$ cat config.mk
export PLATFORM = sky130hd
export DESIGN_NAME = bch_enc_arbiter_flat
export DESIGN_NICKNAME = d
export VERILOG_FILES = /design/src/rtl/bch_enc_arbiter_if.sv /design/src/rtl/bch_enc_arbiter.sv /design/src/flat_wrapper.sv
export SDC_FILE = /design/constraint.sdc
export NUM_CORES = 1
export LEC_CHECK = 0
export CORE_ASPECT_RATIO = 0.75
export CORE_UTILIZATION = 25
export CTS_BUF_LIST = sky130_fd_sc_hd__clkbuf_8 sky130_fd_sc_hd__clkbuf_16
export DETAILED_ROUTE_END_ITERATION = 8
export GPL_ROUTABILITY_DRIVEN = 0
export SYNTH_ARGS = -nofsm -noshare
export SYNTH_HDL_FRONTEND = slang
export SYNTH_SLANG_ARGS = --single-unit
$ cat constraint.sdc
create_clock -name i_clk -period 4.22 [get_ports i_clk]
set_input_delay 0.633 -clock i_clk [delete_from_list [all_inputs] [get_ports i_clk]]
set_output_delay 0.633 -clock i_clk [all_outputs]
set_load 0.03 [all_outputs]
$ cat src/rtl/bch_enc_arbiter_if.sv
// Handshake bundle between the message sources, the shared-encoder arbiter and downstream TX.
// master = producers/consumer side, slave = arbiter.
interface bch_enc_arbiter_if #(
    parameter int unsigned NUM_REQ = 4,
    parameter int unsigned ID_W    = 2
) ();
    logic [NUM_REQ-1:0]   req_valid;
    logic [NUM_REQ-1:0]   req_ready;
    logic [7*NUM_REQ-1:0] req_msg;
    logic                 out_valid;
    logic                 out_ready;
    logic [14:0]          out_codeword;
    logic [ID_W-1:0]      out_id;

    modport master (
        output req_valid,
        output req_msg,
        input  req_ready,
        input  out_valid,
        input  out_codeword,
        input  out_id,
        output out_ready
    );

    modport slave (
        input  req_valid,
        input  req_msg,
        output req_ready,
        output out_valid,
        output out_codeword,
        output out_id,
        input  out_ready
    );
endinterface

$ cat src/rtl/bch_enc_arbiter.sv
// Round-robin scheduler sharing one external BCH(15,7) encoder among NUM_REQ sources.
// One message in flight at a time; the codeword is captured after ENC_LAT cycles and held.
module bch_enc_arbiter #(
    parameter int unsigned NUM_REQ = 4,
    parameter int unsigned ID_W    = 2,
    parameter int unsigned ENC_LAT = 1
) (
    input  logic                  i_clk,
    input  logic                  i_reset,
    bch_enc_arbiter_if.slave      io_bus,
    output logic [6:0]            o_enc_msg,
    input  logic [14:0]           i_enc_codeword,
    output logic                  o_busy,
    output logic                  o_err_mismatch
);

    localparam logic [1:0] StIdle = 2'd0;
    localparam logic [1:0] StWait = 2'd1;
    localparam logic [1:0] StOut  = 2'd2;

    localparam int unsigned      CNT_W   = $clog2(ENC_LAT + 1);
    localparam logic [CNT_W-1:0] CntLast = CNT_W'(ENC_LAT);
    localparam logic [ID_W:0]    NumReqW = (ID_W + 1)'(NUM_REQ);
    localparam logic [ID_W-1:0]  PtrRst  = ID_W'(NUM_REQ - 1);

    logic [1:0]         r_state;
    logic [ID_W-1:0]    r_ptr;
    logic [ID_W-1:0]    r_id;
    logic [CNT_W-1:0]   r_cnt;
    logic [6:0]         r_enc_msg;
    logic               r_out_valid;
    logic [14:0]        r_out_codeword;
    logic [ID_W-1:0]    r_out_id;
    logic               r_err;

    logic               w_found;
    logic [ID_W-1:0]    w_winner;
    logic [ID_W:0]      w_sum;
    logic [ID_W-1:0]    w_idx;
    logic [6:0]         w_sel_msg;
    logic [NUM_REQ-1:0] w_req_ready;
    logic               w_grant;

    // Search from pointer+1 upward with wraparound; the first asserted valid wins.
    always_comb begin
        w_found  = 1'b0;
        w_winner = '0;
        w_sum    = '0;
        w_idx    = '0;
        for (int unsigned k = 1; k <= NUM_REQ; k++) begin
            w_sum = {1'b0, r_ptr} + (ID_W + 1)'(k);
            w_idx = (w_sum >= NumReqW) ? ID_W'(w_sum - NumReqW) : ID_W'(w_sum);
            if (!w_found && io_bus.req_valid[w_idx]) begin
                w_found  = 1'b1;
                w_winner = w_idx;
            end
        end
    end

    assign w_grant = (r_state == StIdle) && w_found;

    always_comb begin
        w_sel_msg   = '0;
        w_req_ready = '0;
        for (int unsigned i = 0; i < NUM_REQ; i++) begin
            if (w_winner == ID_W'(i)) begin
                w_sel_msg = io_bus.req_msg[7*i +: 7];
            end
            w_req_ready[i] = w_grant && (w_winner == ID_W'(i));
        end
    end

    always_ff @(posedge i_clk) begin
        if (i_reset) begin
            r_state        <= StIdle;
            r_ptr          <= PtrRst;
            r_id           <= '0;
            r_cnt          <= '0;
            r_enc_msg      <= '0;
            r_out_valid    <= 1'b0;
            r_out_codeword <= '0;
            r_out_id       <= '0;
            r_err          <= 1'b0;
        end else begin
            case (r_state)
                StIdle: begin
                    if (w_grant) begin
                        r_enc_msg <= w_sel_msg;
                        r_id      <= w_winner;
                        r_ptr     <= w_winner;
                        r_cnt     <= '0;
                        r_state   <= StWait;
                    end
                end
                StWait: begin
                    r_cnt <= r_cnt + 1'b1;
                    if (r_cnt == CntLast) begin
                        r_out_codeword <= i_enc_codeword;
                        r_out_id       <= r_id;
                        r_out_valid    <= 1'b1;
                        r_state        <= StOut;
                        // Systematic code: the upper bits must echo the issued message.
                        if (i_enc_codeword[14:8] != r_enc_msg) begin
                            r_err <= 1'b1;
                        end
                    end
                end
                StOut: begin
                    if (io_bus.out_ready) begin
                        r_out_valid <= 1'b0;
                        r_state     <= StIdle;
                    end
                end
                default: r_state <= StIdle;
            endcase
        end
    end

    assign io_bus.req_ready    = w_req_ready;
    assign io_bus.out_valid    = r_out_valid;
    assign io_bus.out_codeword = r_out_codeword;
    assign io_bus.out_id       = r_out_id;
    assign o_enc_msg           = r_enc_msg;
    assign o_busy              = (r_state != StIdle);
    assign o_err_mismatch      = r_err;

endmodule
$ cat src/flat_wrapper.sv
// flat-port wrapper written by rule: the top's interface ports become plain ports
module bch_enc_arbiter_flat 
#(
    parameter int unsigned NUM_REQ = 4,
    parameter int unsigned ID_W    = 2,
    parameter int unsigned ENC_LAT = 1
)
  (i_clk, i_reset, o_enc_msg, i_enc_codeword, o_busy, o_err_mismatch, io_bus_req_valid, io_bus_req_msg, io_bus_req_ready, io_bus_out_valid, io_bus_out_codeword, io_bus_out_id, io_bus_out_ready);
  bch_enc_arbiter_if #(.NUM_REQ(NUM_REQ), .ID_W(ID_W)) io_bus_i ();
  input  logic i_clk;
  input  logic i_reset;
  output logic [6:0] o_enc_msg;
  input  logic [14:0] i_enc_codeword;
  output logic o_busy;
  output logic o_err_mismatch;
  input wire logic [$bits(io_bus_i.req_valid)-1:0] io_bus_req_valid;
  input wire logic [$bits(io_bus_i.req_msg)-1:0] io_bus_req_msg;
  output wire logic [$bits(io_bus_i.req_ready)-1:0] io_bus_req_ready;
  output wire logic [$bits(io_bus_i.out_valid)-1:0] io_bus_out_valid;
  output wire logic [$bits(io_bus_i.out_codeword)-1:0] io_bus_out_codeword;
  output wire logic [$bits(io_bus_i.out_id)-1:0] io_bus_out_id;
  input wire logic [$bits(io_bus_i.out_ready)-1:0] io_bus_out_ready;
  assign io_bus_i.req_valid = io_bus_req_valid;
  assign io_bus_i.req_msg = io_bus_req_msg;
  assign io_bus_req_ready = io_bus_i.req_ready;
  assign io_bus_out_valid = io_bus_i.out_valid;
  assign io_bus_out_codeword = io_bus_i.out_codeword;
  assign io_bus_out_id = io_bus_i.out_id;
  assign io_bus_i.out_ready = io_bus_out_ready;
  bch_enc_arbiter #(.NUM_REQ(NUM_REQ), .ID_W(ID_W), .ENC_LAT(ENC_LAT)) u_core (.i_clk(i_clk), .i_reset(i_reset), .io_bus(io_bus_i), .o_enc_msg(o_enc_msg), .i_enc_codeword(i_enc_codeword), .o_busy(o_busy), .o_err_mismatch(o_err_mismatch));
endmodule
======== Word level (Yosys, flattened, before mapping) ========
Index checks and enable logic that the tools add are counted.
storage, ports and cells
  logic and storage cells ................. 90
  register bits after elaboration ......... 33
  input bits .............................. 50
operators by class
  $add $sub $neg .......................... 9
  order comparisons ....................... 8
  reduce and logical (&&, ||, !) cells .... 22
  equality and inequality tests ........... 9
  multiplexer cells ....................... 33
operators with widths
  kind                                                                      number
  7-bit 2-to-1 mux                                                          4
  2-bit 2-to-1 mux                                                          11
  3-bit greater-or-equal comparator (second input constant)                 4
  2-bit by 3-bit < comparator with 1-bit output (second input constant)     4
  1-bit 2-to-1 mux                                                          11
  3-bit AND reduction                                                       3
  1-bit binary-select mux with 2-bit select                                 4
  1-bit logical AND                                                         8
  2-bit by 1-bit subtractor with 2-bit output (second input constant)       4
  7-bit inequality test                                                     1
  2-bit by 2-bit adder with 3-bit output (second input constant)            2
  2-bit == test (second input constant)                                     3
  2-bit case mux with 3 select lines                                        1
  2-bit AND reduction                                                       3
  2-bit nonzero test                                                        3
  2-bit by 1-bit == test with 1-bit output (second input constant)          2
  2-bit logical NOT                                                         2
  2-bit by 1-bit inequality test with 1-bit output (second input constant)  2
  1-bit case mux with 2 select lines                                        2
  2-bit by 1-bit adder with 3-bit output (second input constant)            1
  2-bit by 3-bit adder with 3-bit output (second input constant)            1
  1-bit logical NOT                                                         3
  2-bit inequality test (second input constant)                             1
  1-bit adder (second input constant)                                       1

======== Longest topological paths before layout ========
Gate-level depths: netlist of the first run.
  depth after elaboration ................. 20
  mapped depth ............................ 7
  depth with buffers taken out ............ 5

======== Worst setup path after synthesis of the first run ========
No wires, ideal clock.
  kind .................................... input to output
  start ................................... input port io_bus_req_valid[2]
  end ..................................... output port io_bus_req_ready[1]
  path buffers ............................ 2
  path slack .............................. 1.537 ns
  data arrival time ....................... 2.050 ns
  required time ........................... 3.587 ns
  cell stages on the path ................. 5
  path through ............................ or2_2 -> o221a_4 -> buf_12 -> buf_12 -> nor3b_1
between the ends
  cells in the longest elaborated chain, start to end .. 14
  elaborated cells between the ends (all ways) .. 25
RTL lines
  what                                                                           RTL line                                      text
  start, declared                                                                flat_wrapper.sv:16                            input wire logic [$bits(io_bus_i.req_valid)-1:0] io_bus_req_valid;
  1-bit binary-select mux with 2-bit select                                      bch_enc_arbiter.sv:53                         if (!w_found && io_bus.req_valid[w_idx]) begin
  1-bit 2-to-1 mux (implied by the code)                                         bch_enc_arbiter.sv:53
  1-bit 2-to-1 mux                                                               bch_enc_arbiter.sv:53
  1-bit logical NOT                                                              bch_enc_arbiter.sv:53
  1-bit logical AND                                                              bch_enc_arbiter.sv:53
  1-bit 2-to-1 mux                                                               bch_enc_arbiter.sv:53
  1-bit logical NOT                                                              bch_enc_arbiter.sv:53
  1-bit logical AND                                                              bch_enc_arbiter.sv:53
  1-bit 2-to-1 mux                                                               bch_enc_arbiter.sv:53
  1-bit logical NOT                                                              bch_enc_arbiter.sv:53
  1-bit logical AND                                                              bch_enc_arbiter.sv:53
  2-bit 2-to-1 mux or 1-bit 2-to-1 mux (tied branches)                           bch_enc_arbiter.sv:53
  2-bit by 1-bit == test with 1-bit output or 1-bit logical AND (tied branches)  bch_enc_arbiter.sv:69, bch_enc_arbiter.sv:60
  1-bit logical AND (*)                                                          bch_enc_arbiter.sv:69                         w_req_ready[i] = w_grant && (w_winner == ID_W'(i));
  end, declared                                                                  flat_wrapper.sv:18                            output wire logic [$bits(io_bus_i.req_ready)-1:0] io_bus_req_ready;
Every way passes the cells marked *; elsewhere a longest branch is shown, timed or not. The select of a mux whose other input is x is not followed.

======== Worst setup path after layout of the first run ========
  start ................................... input port io_bus_req_valid[1]
  end ..................................... output port io_bus_req_ready[1]
Same word-level chain as after synthesis.

==> key figures, run 1 <==
Placed design
  • Dpl ws: roughly 0.62 ns
  • Post-DP Area: 2430 sq um
  • Final HPWL DP: around 3100 um
  • Port Buffer Count: 80

Timing
  • Setup WS post-layout: 0.648 ns
  • RSZ-0062 raised after global routing: false
  • Worst-margin pin slew: 0.889 ns
  • Slew headroom: between 40% and 50%
  • Achievable clock frequency: 280 MHz
  • Final setup skew: about 0.0048 ns
  • # setup viols final: 0
  • Min cycle time layout: about 3.6 ns
  • Hold violation count in the final report: 0
  • Max-slew violations: 0
  • Final period utilization: 84.6%
  • Setup TNS Final: 0 ns

Synth
  • Syn Inst Count: 186
  • Asr flop ratio synth: 0%
  • Number of enable flip-flop cells after synthesis: 0
  • FF+latch count, synth: 33
  • Avg Inst Size Synth: 8.60 sq um
  • Sequential share of the synthesized area: about two fifths
  • Post-synth cell types: 32
  • Yosys Warn Count: 0
  • Synth Flop Type: dfxtp_1
  • Mapped Area: about 1600 sq um
  • Mapped Nets: between 200 and 250

Worst setup path
  • Cell Chain, Critical Path: clkdlybuf4s50_1, nor2_1, o311ai_2, nor3b_1, clkdlybuf4s50_1
  • CP Class: in2out
  • Reg2Reg Depth: 4
  • Reg2Reg Setup Slack: 2.48 ns
  • Worst Path Required: between 3 and 4 ns
  • Critical Path AT: ~2.9 ns
  • Crit-path max FO: 12
  • Most frequent CP cell: clkdlybuf4s50_1
  • RR Startpoint: u_core.r_state[0]
  • CP peak stage delay: 0.73 ns
  • Crit start category: primary input
  • CP Capture Type: output pin
  • Crit-path slowest cell: o311ai_2
  • R2R Path End: u_core.o_enc_msg[0]

Layout
  • Sequential cell area: approximately 660 sq um
  • Fin nets: 313
  • Fin area: 2510 sq um
  • Ant diodes: 0
  • Layout cells sized above 1: 6.82%
  • # fillers: roughly 620
  • Area growth, synth to finish: 57.1%
  • Area of the multi-input gates: 863 sq um

Hold path
  • Worst Hold Path Cells: 2
  • Worst hold path class: reg2reg
  • Hold Path Origin: u_core.io_bus.out_codeword[2]
  • Hold Path Sink: u_core.io_bus.out_codeword[2]

CTS
  • Post-CTS setup buffer count: 0
  • Post_cts resized: 0
  • TritonCTS Buffers: 5
  • TritonCTS clock tree: done
  • Reg clk slew, reported paths: roughly 0.06 ns
  • Root Buffer Master: clkbuf_8
  • Clock sink total: 33
  • Clock Path Buffers: 2
  • Worst-Skew Late Latency: 0.28 ns
  • Total number of H-tree levels: 2
  • Cts hold-fix bufs: 0

Flow run
  • MaxCap Viol Count: 0

Floorplanning
  • CORE AREA: 6010 sq um
  • Die X-Extent: 94.4 um
  • Die Area: around 6700 sq um
  • Initial Utilization: 26.6%
  • # IOs: 81
  • Die Y: 71.3 um
  • Row count: 24

Detailed routing
  • Drc violations: 0
  • Vias: 1532
  • Pre-antenna DRT Iters: 4
  • Via density: between 4 and 5
  • Antenna viol nets, final: 0
  • Post-Route WL: 4150 um
  • Starting DRT DRC Count: 57
  • WL per Instance: ~12 um

Pwr
  • Lkg Pwr: 0.000904 uW
  • Pwr Density: 325 nW/um^2
  • Maximum vdd drop: 0.151 mV

Global routing
  • Initial antenna violation count: 0
  • Vias in the first global route: around 1500
  • Gr ovfl total: 0
  • First-pass GRT wire length: 6950 um
  • Largest net degree at the start of global routing: 35
  • Gr usage total: 13.0%

Outcome
  • Status: finished clean
-- routing by layer --
layer	wire length, um	track usage (%)	up-vias	share of wire, %
met1	1950	17.3	692	47
met4	23	2.91	0	0.55
met2	1890	21.1	45	46
li1	-	-	791	-
met3	286	3.72	4	6.9
met5	0	0	-	0
-- cell usage after synthesis, types with 2 or more instances --
master | number | area, sq um
or2_2 | 2 | 12.5
nand3b_1 | 7 | 52.6
a21oi_1 | 25 | 125
nor2_1 | 7 | 26.3
nor3b_1 | 2 | 15.0
clkbuf_1 | 6 | 22.5
buf_2 | 2 | 10.0
o21ai_1 | 9 | 45.0
buf_12 | 2 | 40.0
xnor2_1 | 3 | 26.3
nor3_1 | 2 | 10.0
mux2_2 | 7 | 78.8
nand2b_1 | 2 | 12.5
nor2b_1 | 3 | 18.8
dfxtp_1 | 33 | 661
mux2i_1 | 14 | 140
xor2_1 | 4 | 35.0
o21bai_1 | 2 | 15.0
nand2_1 | 41 | 154
-- cell type report --
class                      count  area share, %
clock buffer                   5           2.74
clock inverter                 3          0.448
inverter                       1          0.149
multi-input combinational    141           34.3
sequential                    33           26.3
tap                           78           3.88
timing repair buffer          81           32.2
-- flip-flops by register name, summed over array words and instances, names as in the netlist --
register	flops
u_core.r_state	2
u_core.io_bus.out_valid	1
u_core.r_cnt	1
u_core.o_err_mismatch	1
u_core.r_id	2
u_core.io_bus.out_codeword	15
u_core.o_enc_msg	7
u_core.r_ptr	2
u_core.io_bus.out_id	2
-- worst max-delay path by stage --
stage                                   start                   to  cells past startpoint
after floorplan           io_bus_req_valid[2]  io_bus_req_ready[1]                      5
after global placement    io_bus_req_valid[1]  io_bus_req_ready[1]                      5
after detailed placement  io_bus_req_valid[1]  io_bus_req_ready[1]                      5
after CTS                 io_bus_req_valid[1]  io_bus_req_ready[1]                      5
after global routing      io_bus_req_valid[3]  io_bus_req_ready[1]                      5
final                     io_bus_req_valid[1]  io_bus_req_ready[1]                      5
-- report_power, final --
group | switching [uW] | total, uW | internal, uW
Sequential | 18.9 | 353 | 334
Combinational | 119 | 248 | 129
Clock | 107 | 217 | 110
-- critical path: cells and delay by family --
kind            cells  cell delay (ns)
simple gates        2             0.34
buf+inv             2             1.23
compound gates      1             0.73
-- per-stage QoR --
stage,hold WS (ns),total power (uW),std cells,utilization (%)
after floorplan,0.432,512,186,-
after global placement,0.444,609,334,40.5
after detailed placement,0.448,610,334,40.5
after CTS,0.460,830,342,41.9
after global routing,0.480,864,342,41.9
final,0.454,818,342,41.9
-- cells in the final DEF, fill, tap and decap left out, types with 2 or more instances in the layout --
master,count
nor3b_1,2
nor2_1,7
xor2_1,4
o21ai_1,9
dfxtp_1,33
nor2b_1,3
clkbuf_8,5
o21bai_1,2
inv_1,4
xnor2_1,3
or2_2,2
mux2_2,7
mux2i_1,14
a21oi_1,25
nor3_1,2
nand2_1,41
nand3b_1,7
clkdlybuf4s50_1,80
nand2b_1,2
-- kinds of logic (layout without fill, tap and decap cells) --
group	after synthesis	after routing	share of synthesized area, %
flip-flops	33	33	41.3
XOR/XNOR	7	7	3.83
AO/OA/AOI/OAI	41	41	14.6
multiplexers	21	21	13.7
AND/OR/NAND/NOR	72	72	21.3
buffers and inverters	12	90	5.24
No activity file was read; power rests on OpenSTA's default activity.
==> run 2: changes to the inputs <==
clock period = 3.2 ns   (was 4.22 ns; I/O delays follow)
==> key figures, run 2 (synthesis gave the netlist of run 1 again) <==
Timing
  • Max-slew violations: 0 (unchanged)
  • Setup TNS Final: 0 ns (unchanged)
  • # setup viols final: 0 (unchanged)
  • Final setup skew: 0.00497 ns (+0.000197 ns)
  • Slew headroom: 51.5% (+11 points)
  • Final period utilization: 92.4%
  • Hold violation count in the final report: 0 (unchanged)
  • Worst-margin pin slew: 0.725 ns (-0.164 ns)
  • Achievable clock frequency: 338 MHz
  • Min cycle time layout: about 3 ns
  • RSZ-0062 raised after global routing: false

Layout
  • Number of flip-flops in the largest register: 15 (unchanged)
  • Most frequent cells in the layout: clkdlybuf4s50_1 (78), nand2_1 (41), dfxtp_1 (33)
  • Area growth, synth to finish: 58.2%
  • Layout cells sized above 1: 8.61% (+1.8 points)
  • Final cell count without fillers: 345 (+0.88%)
  • Ant diodes: 0 (unchanged)
  • Commonest non-fill, non-tap cell in the layout: clkdlybuf4s50_1
  • Fin nets: 316 (+0.96%)

Floorplanning
  • Initial Utilization: 26.6% (unchanged)
  • Die Y: 71.3 um (unchanged)
  • CORE AREA: 6010 sq um (unchanged)
  • # IOs: 81 (unchanged)
  • Die Area: 6730 sq um (unchanged)
  • Die X-Extent: 94.4 um (unchanged)
  • Row count: 24 (unchanged)

Detailed routing
  • Antenna viol nets, final: 0 (unchanged)
  • Pre-antenna DRT Iters: 4 (unchanged)
  • Starting DRT DRC Count: 40 (-30%)
  • Via density: 4.51 (+0.75%)
  • Drc violations: 0 (unchanged)
  • WL per Instance: 12.6 um (+3.9%)
  • Post-Route WL: 4350 um (+4.8%)
  • Vias: 1557 (+1.6%)

Worst setup path
  • Reg2Reg Depth: 6 (+2)
  • Reg2Reg Setup Slack: 1.60 ns (-0.88 ns)
  • RR Startpoint: u_core.r_ptr[1]
  • CP peak stage delay: 0.70 ns (-0.03 ns)
  • CP Class: in2out
  • CP delay by family, top: buffers and inverters
  • Crit-path slowest cell: clkdlybuf4s50_1
  • Worst Path Required: 2.72 ns (-0.87 ns)
  • Most frequent CP cell: clkdlybuf4s50_1
  • R2R Path End: u_core.o_enc_msg[0]
  • CP Capture Type: output pin
  • Critical Path Start: io_bus_req_valid[3]
  • Crit start category: primary input
  • Critical Path AT: 2.48 ns (-0.46 ns)
  • WP buf/inv: 2 (unchanged)
  • Cell Chain, Critical Path: clkdlybuf4s50_1, and2b_1, o21ai_1, o311ai_2, nor3_1, clkdlybuf4s50_1
  • Crit-path max FO: 4 (-8)

Outcome
  • Status: finished clean

Placed design
  • Final HPWL DP: 3350 um (+8.2%)
  • Port Buffer Count: 80 (unchanged)
  • Placed Cells: 337 (+0.90%)

Hold path
  • Worst hold path class: reg2reg
  • Worst Hold Path Cells: 2 (unchanged)
  • Hold Path Origin: u_core.io_bus.out_codeword[12]
  • Hold Path Sink: u_core.io_bus.out_codeword[12]

Global routing
  • Gr usage total: 13.8% (+0.72 points)
  • Largest net degree at the start of global routing: 19 (-46%)
  • Vias in the first global route: 1527 (+2.7%)
  • First-pass GRT wire length: 7190 um (+3.5%)
  • Initial antenna violation count: 0 (unchanged)
  • Gr ovfl total: 0 (unchanged)

CTS
  • Reg clk slew, reported paths: 0.06 ns (about the same)
  • Post-CTS setup buffer count: 0 (unchanged)
  • Total number of H-tree levels: 2 (unchanged)
  • TritonCTS Buffers: 5 (unchanged)
  • TritonCTS clock tree: done
  • Post_cts resized: 0 (unchanged)
  • Clock Path Buffers: 2 (unchanged)
  • Clock sink total: 33 (unchanged)
  • Root Buffer Master: clkbuf_8
  • Cts hold-fix bufs: 0 (unchanged)
  • Worst-Skew Late Latency: 0.27 ns (about the same)

Pwr
  • Maximum vdd drop: 0.171 mV (+14%)
  • Pwr Density: 429 nW/um^2 (+32%)
  • Lkg Pwr: 0.000922 uW (+2.0%)

Flow run
  • MaxCap Viol Count: 0 (unchanged)
==> run 2: changes by cell type in the layout (fill, tap and decap cells not counted) <==
cell	delta
clkdlybuf4s50_1	-2
buf_4	+5
==> run 2: tightest hold or removal path: stages, from the launching register on <==
cell and delay [ns]:
dfxtp_1 0.31, nand2_1 0.05, a21oi_1 0.05
==> run 2: cell type report <==
cell class / instances / area, sq um
fillers: 631 / 3470
multi-input cells: 141 / 863
repair buffers: 84 / 826
flip-flops and latches: 33 / 661
well taps: 78 / 97.6
clock buffers: 5 / 68.8
clock inverters: 3 / 11.3
inverters: 1 / 3.75
==> run 2: per-stage QoR <==
step	power [uW]	hold slack, ns	instance area [sq um]	utilization (%)	setup WS, ns
final	1090	0.455	2530	42.1	0.242
after global routing	1150	0.478	2530	42.1	0.174
after CTS	1110	0.459	2530	42.1	0.250
after detailed placement	814	0.449	2450	40.8	0.252
after global placement	810	0.443	2450	40.8	0.392
after floorplan	676	0.432	1600	-	0.823
==> run 2: worst max-delay path by stage <==
stage | end | cells past startpoint
after floorplan | io_bus_req_ready[1] | 5
after global placement | io_bus_req_ready[0] | 6
after detailed placement | io_bus_req_ready[0] | 6
after CTS | io_bus_req_ready[0] | 6
after global routing | io_bus_req_ready[0] | 6
final | io_bus_req_ready[0] | 6
==> run 2: report_power, final <==
group,internal (uW),switching [uW]
registers,440,25.0
logic,175,161
clock network,145,141
total,760,326
==> run 2: routing by layer <==
metal  wire length (um)  up-vias  part of all wire (%)  global-route usage (%)
met2               1970       38                    45                    22.1
met1               2060      719                    47                    18.0
met3                282        4                   6.5                    3.82
met5                  0        -                     0                       0
li1                   -      796                     -                       -
met4                 30        0                  0.69                    4.10
==> run 3: changes to the inputs <==
CORE_ASPECT_RATIO = default   (was 0.75)
CTS_CLUSTER_SIZE = 16   (was default)
==> key figures, run 3 (synthesis gave the netlist of run 1 again) <==
Floorplanning
  • CORE AREA: 6060 sq um (+0.92%)
  • Initial Utilization: 26.4% (-0.24 points)
  • # IOs: 81 (unchanged)
  • Die Area: 6720 sq um (about the same)
  • Die X-Extent: 82.0 um (-13%)
  • Row count: 28 (+17%)
  • Die Y: 82.0 um (+15%)

CTS
  • Total number of H-tree levels: 2 (unchanged)
  • Clock sink total: 33 (unchanged)
  • Cts hold-fix bufs: 0 (unchanged)
  • TritonCTS Buffers: 5 (unchanged)
  • Clock Path Buffers: 2 (unchanged)
  • TritonCTS clock tree: done
  • Post_cts resized: 0 (unchanged)
  • Post-CTS setup buffer count: 0 (unchanged)
  • Root Buffer Master: clkbuf_8
  • Reg clk slew, reported paths: 0.06 ns (about the same)
  • Worst-Skew Late Latency: 0.27 ns (about the same)

Layout
  • Fin nets: 316 (unchanged)
  • Layout cells sized above 1: 9.02% (+0.41 points)
  • Final cell count without fillers: 341 (-1.2%)
  • Ant diodes: 0 (unchanged)
  • Area growth, synth to finish: 58.3% (about the same)
  • Most frequent cells in the layout: clkdlybuf4s50_1 (78), nand2_1 (41), dfxtp_1 (33)
  • Number of flip-flops in the largest register: 15 (unchanged)
  • Commonest non-fill, non-tap cell in the layout: clkdlybuf4s50_1

Placed design
  • Placed Cells: 334 (-0.89%)
  • Dpl ws: 0.348 ns (+0.0957 ns)
  • Port Buffer Count: 80 (unchanged)
  • Final HPWL DP: 3230 um (-3.5%)

Pwr
  • Total power: 1100 uW (+1.5%)
  • Pwr Density: 435 nW/um^2 (+1.4%)
  • Maximum vdd drop: 0.229 mV (+34%)
  • Lkg Pwr: 0.000919 uW (-0.38%)

Worst setup path
  • CP peak stage delay: 0.70 ns (about the same)
  • CP Class: in2out
  • Most frequent CP cell: clkdlybuf4s50_1
  • Crit start category: primary input
  • Cell Chain, Critical Path: clkdlybuf4s50_1, and2b_1, o21ai_1, o311ai_2, nor3_1, clkdlybuf4s50_1
  • Crit-path slowest cell: clkdlybuf4s50_1
  • Crit-path max FO: 4 (unchanged)
  • Critical Path AT: 2.36 ns (-0.12 ns)
  • RR Startpoint: u_core.r_state[0]
  • CP Capture Type: output pin
  • Critical Path Start: io_bus_req_valid[3]
  • Worst Path Required: 2.72 ns (about the same)

Outcome
  • Status: finished clean

Detailed routing
  • Via density: 4.58 (+1.5%)
  • Starting DRT DRC Count: 17 (-57%)
  • WL per Instance: 12.6 um (+0.22%)
  • Vias: 1562 (+0.32%)
  • Post-Route WL: 4300 um (-0.94%)
  • Drc violations: 0 (unchanged)
  • Antenna viol nets, final: 0 (unchanged)
  • Pre-antenna DRT Iters: 4 (unchanged)

Timing
  • Max-slew violations: 0 (unchanged)
  • # setup viols final: 0 (unchanged)
  • Achievable clock frequency: 353 MHz (+4.3%)
  • Slew headroom: 53.9% (+2.3 points)
  • Setup TNS Final: 0 ns (unchanged)
  • Hold violation count in the final report: 0 (unchanged)
  • Worst-margin pin slew: 0.692 ns (-0.0328 ns)
  • Final setup skew: 0.00159 ns (-0.00338 ns)
  • Final period utilization: 88.6% (-3.8 points)
  • Setup WS post-layout: 0.364 ns (+0.122 ns)
  • Min cycle time layout: 2.84 ns (-0.122 ns)
  • RSZ-0062 raised after global routing: false

Global routing
  • First-pass GRT wire length: 6870 um (-4.5%)
  • Gr ovfl total: 0 (unchanged)
  • Gr usage total: 13.3% (-0.48 points)
  • Largest net degree at the start of global routing: 20 (+1)
  • Initial antenna violation count: 0 (unchanged)
  • Vias in the first global route: 1533 (+0.39%)

Hold path
  • Hold Path Origin: u_core.io_bus.out_codeword[9]
  • Worst hold path class: reg2reg

Flow run
  • MaxCap Viol Count: 0 (unchanged)
## run 3: changes by cell type in the layout (fill, tap and decap cells not counted)
cell,previous run,this run
clkbuf_8,5,6
inv_1,4,2
## run 3: area by class of cell
cell class	count	area, sq um
repair buffers	84	826
well taps	75	93.8
inverters	1	3.75
clock inverters	1	3.75
fillers	644	3530
multi-input cells	141	863
clock buffers	6	82.6
flip-flops and latches	33	661
## run 3: path summary, 6_finish.rpt
check | slack [ns] | end | depth (start not counted)
worst min register to register | 0.45 | u_core.io_bus.out_codeword[9] | 2
worst max register to register | 1.62 | u_core.o_enc_msg[5] | 5
worst min-delay path | 0.45 | u_core.io_bus.out_codeword[9] | 2
worst max-delay path | 0.36 | io_bus_req_ready[0] | 6
## run 3: through the flow
stage | hold slack (ns) | util, % | area [sq um]
floorplan | 0.432 | - | 1600
global placement | 0.443 | 40.4 | 2450
detailed placement | 0.448 | 40.4 | 2450
CTS | 0.457 | 41.8 | 2530
global route | 0.473 | 41.8 | 2530
finish | 0.453 | 41.8 | 2530
## run 3: report_power, final
part           switching, uW  total [uW]  internal (uW)  leakage (uW)
clock                    137         304            167     0.0000485
combinational            159         334            175      0.000601
sequential              24.6         465            440      0.000270
## run 3: critical path: cells and delay by family
kind	cells	cell delay [ns]
AOI/OAI and AO/OA	2	0.30
buffers and inverters	2	1.16
and+or+nand+nor	2	0.42
## run 3: metal layers
metal  track usage, %  part of all wire [%]
met3             3.11                   6.1
met2             23.8                    49
met1             15.6                    44
met4             3.68                  0.77
met5                0                     0
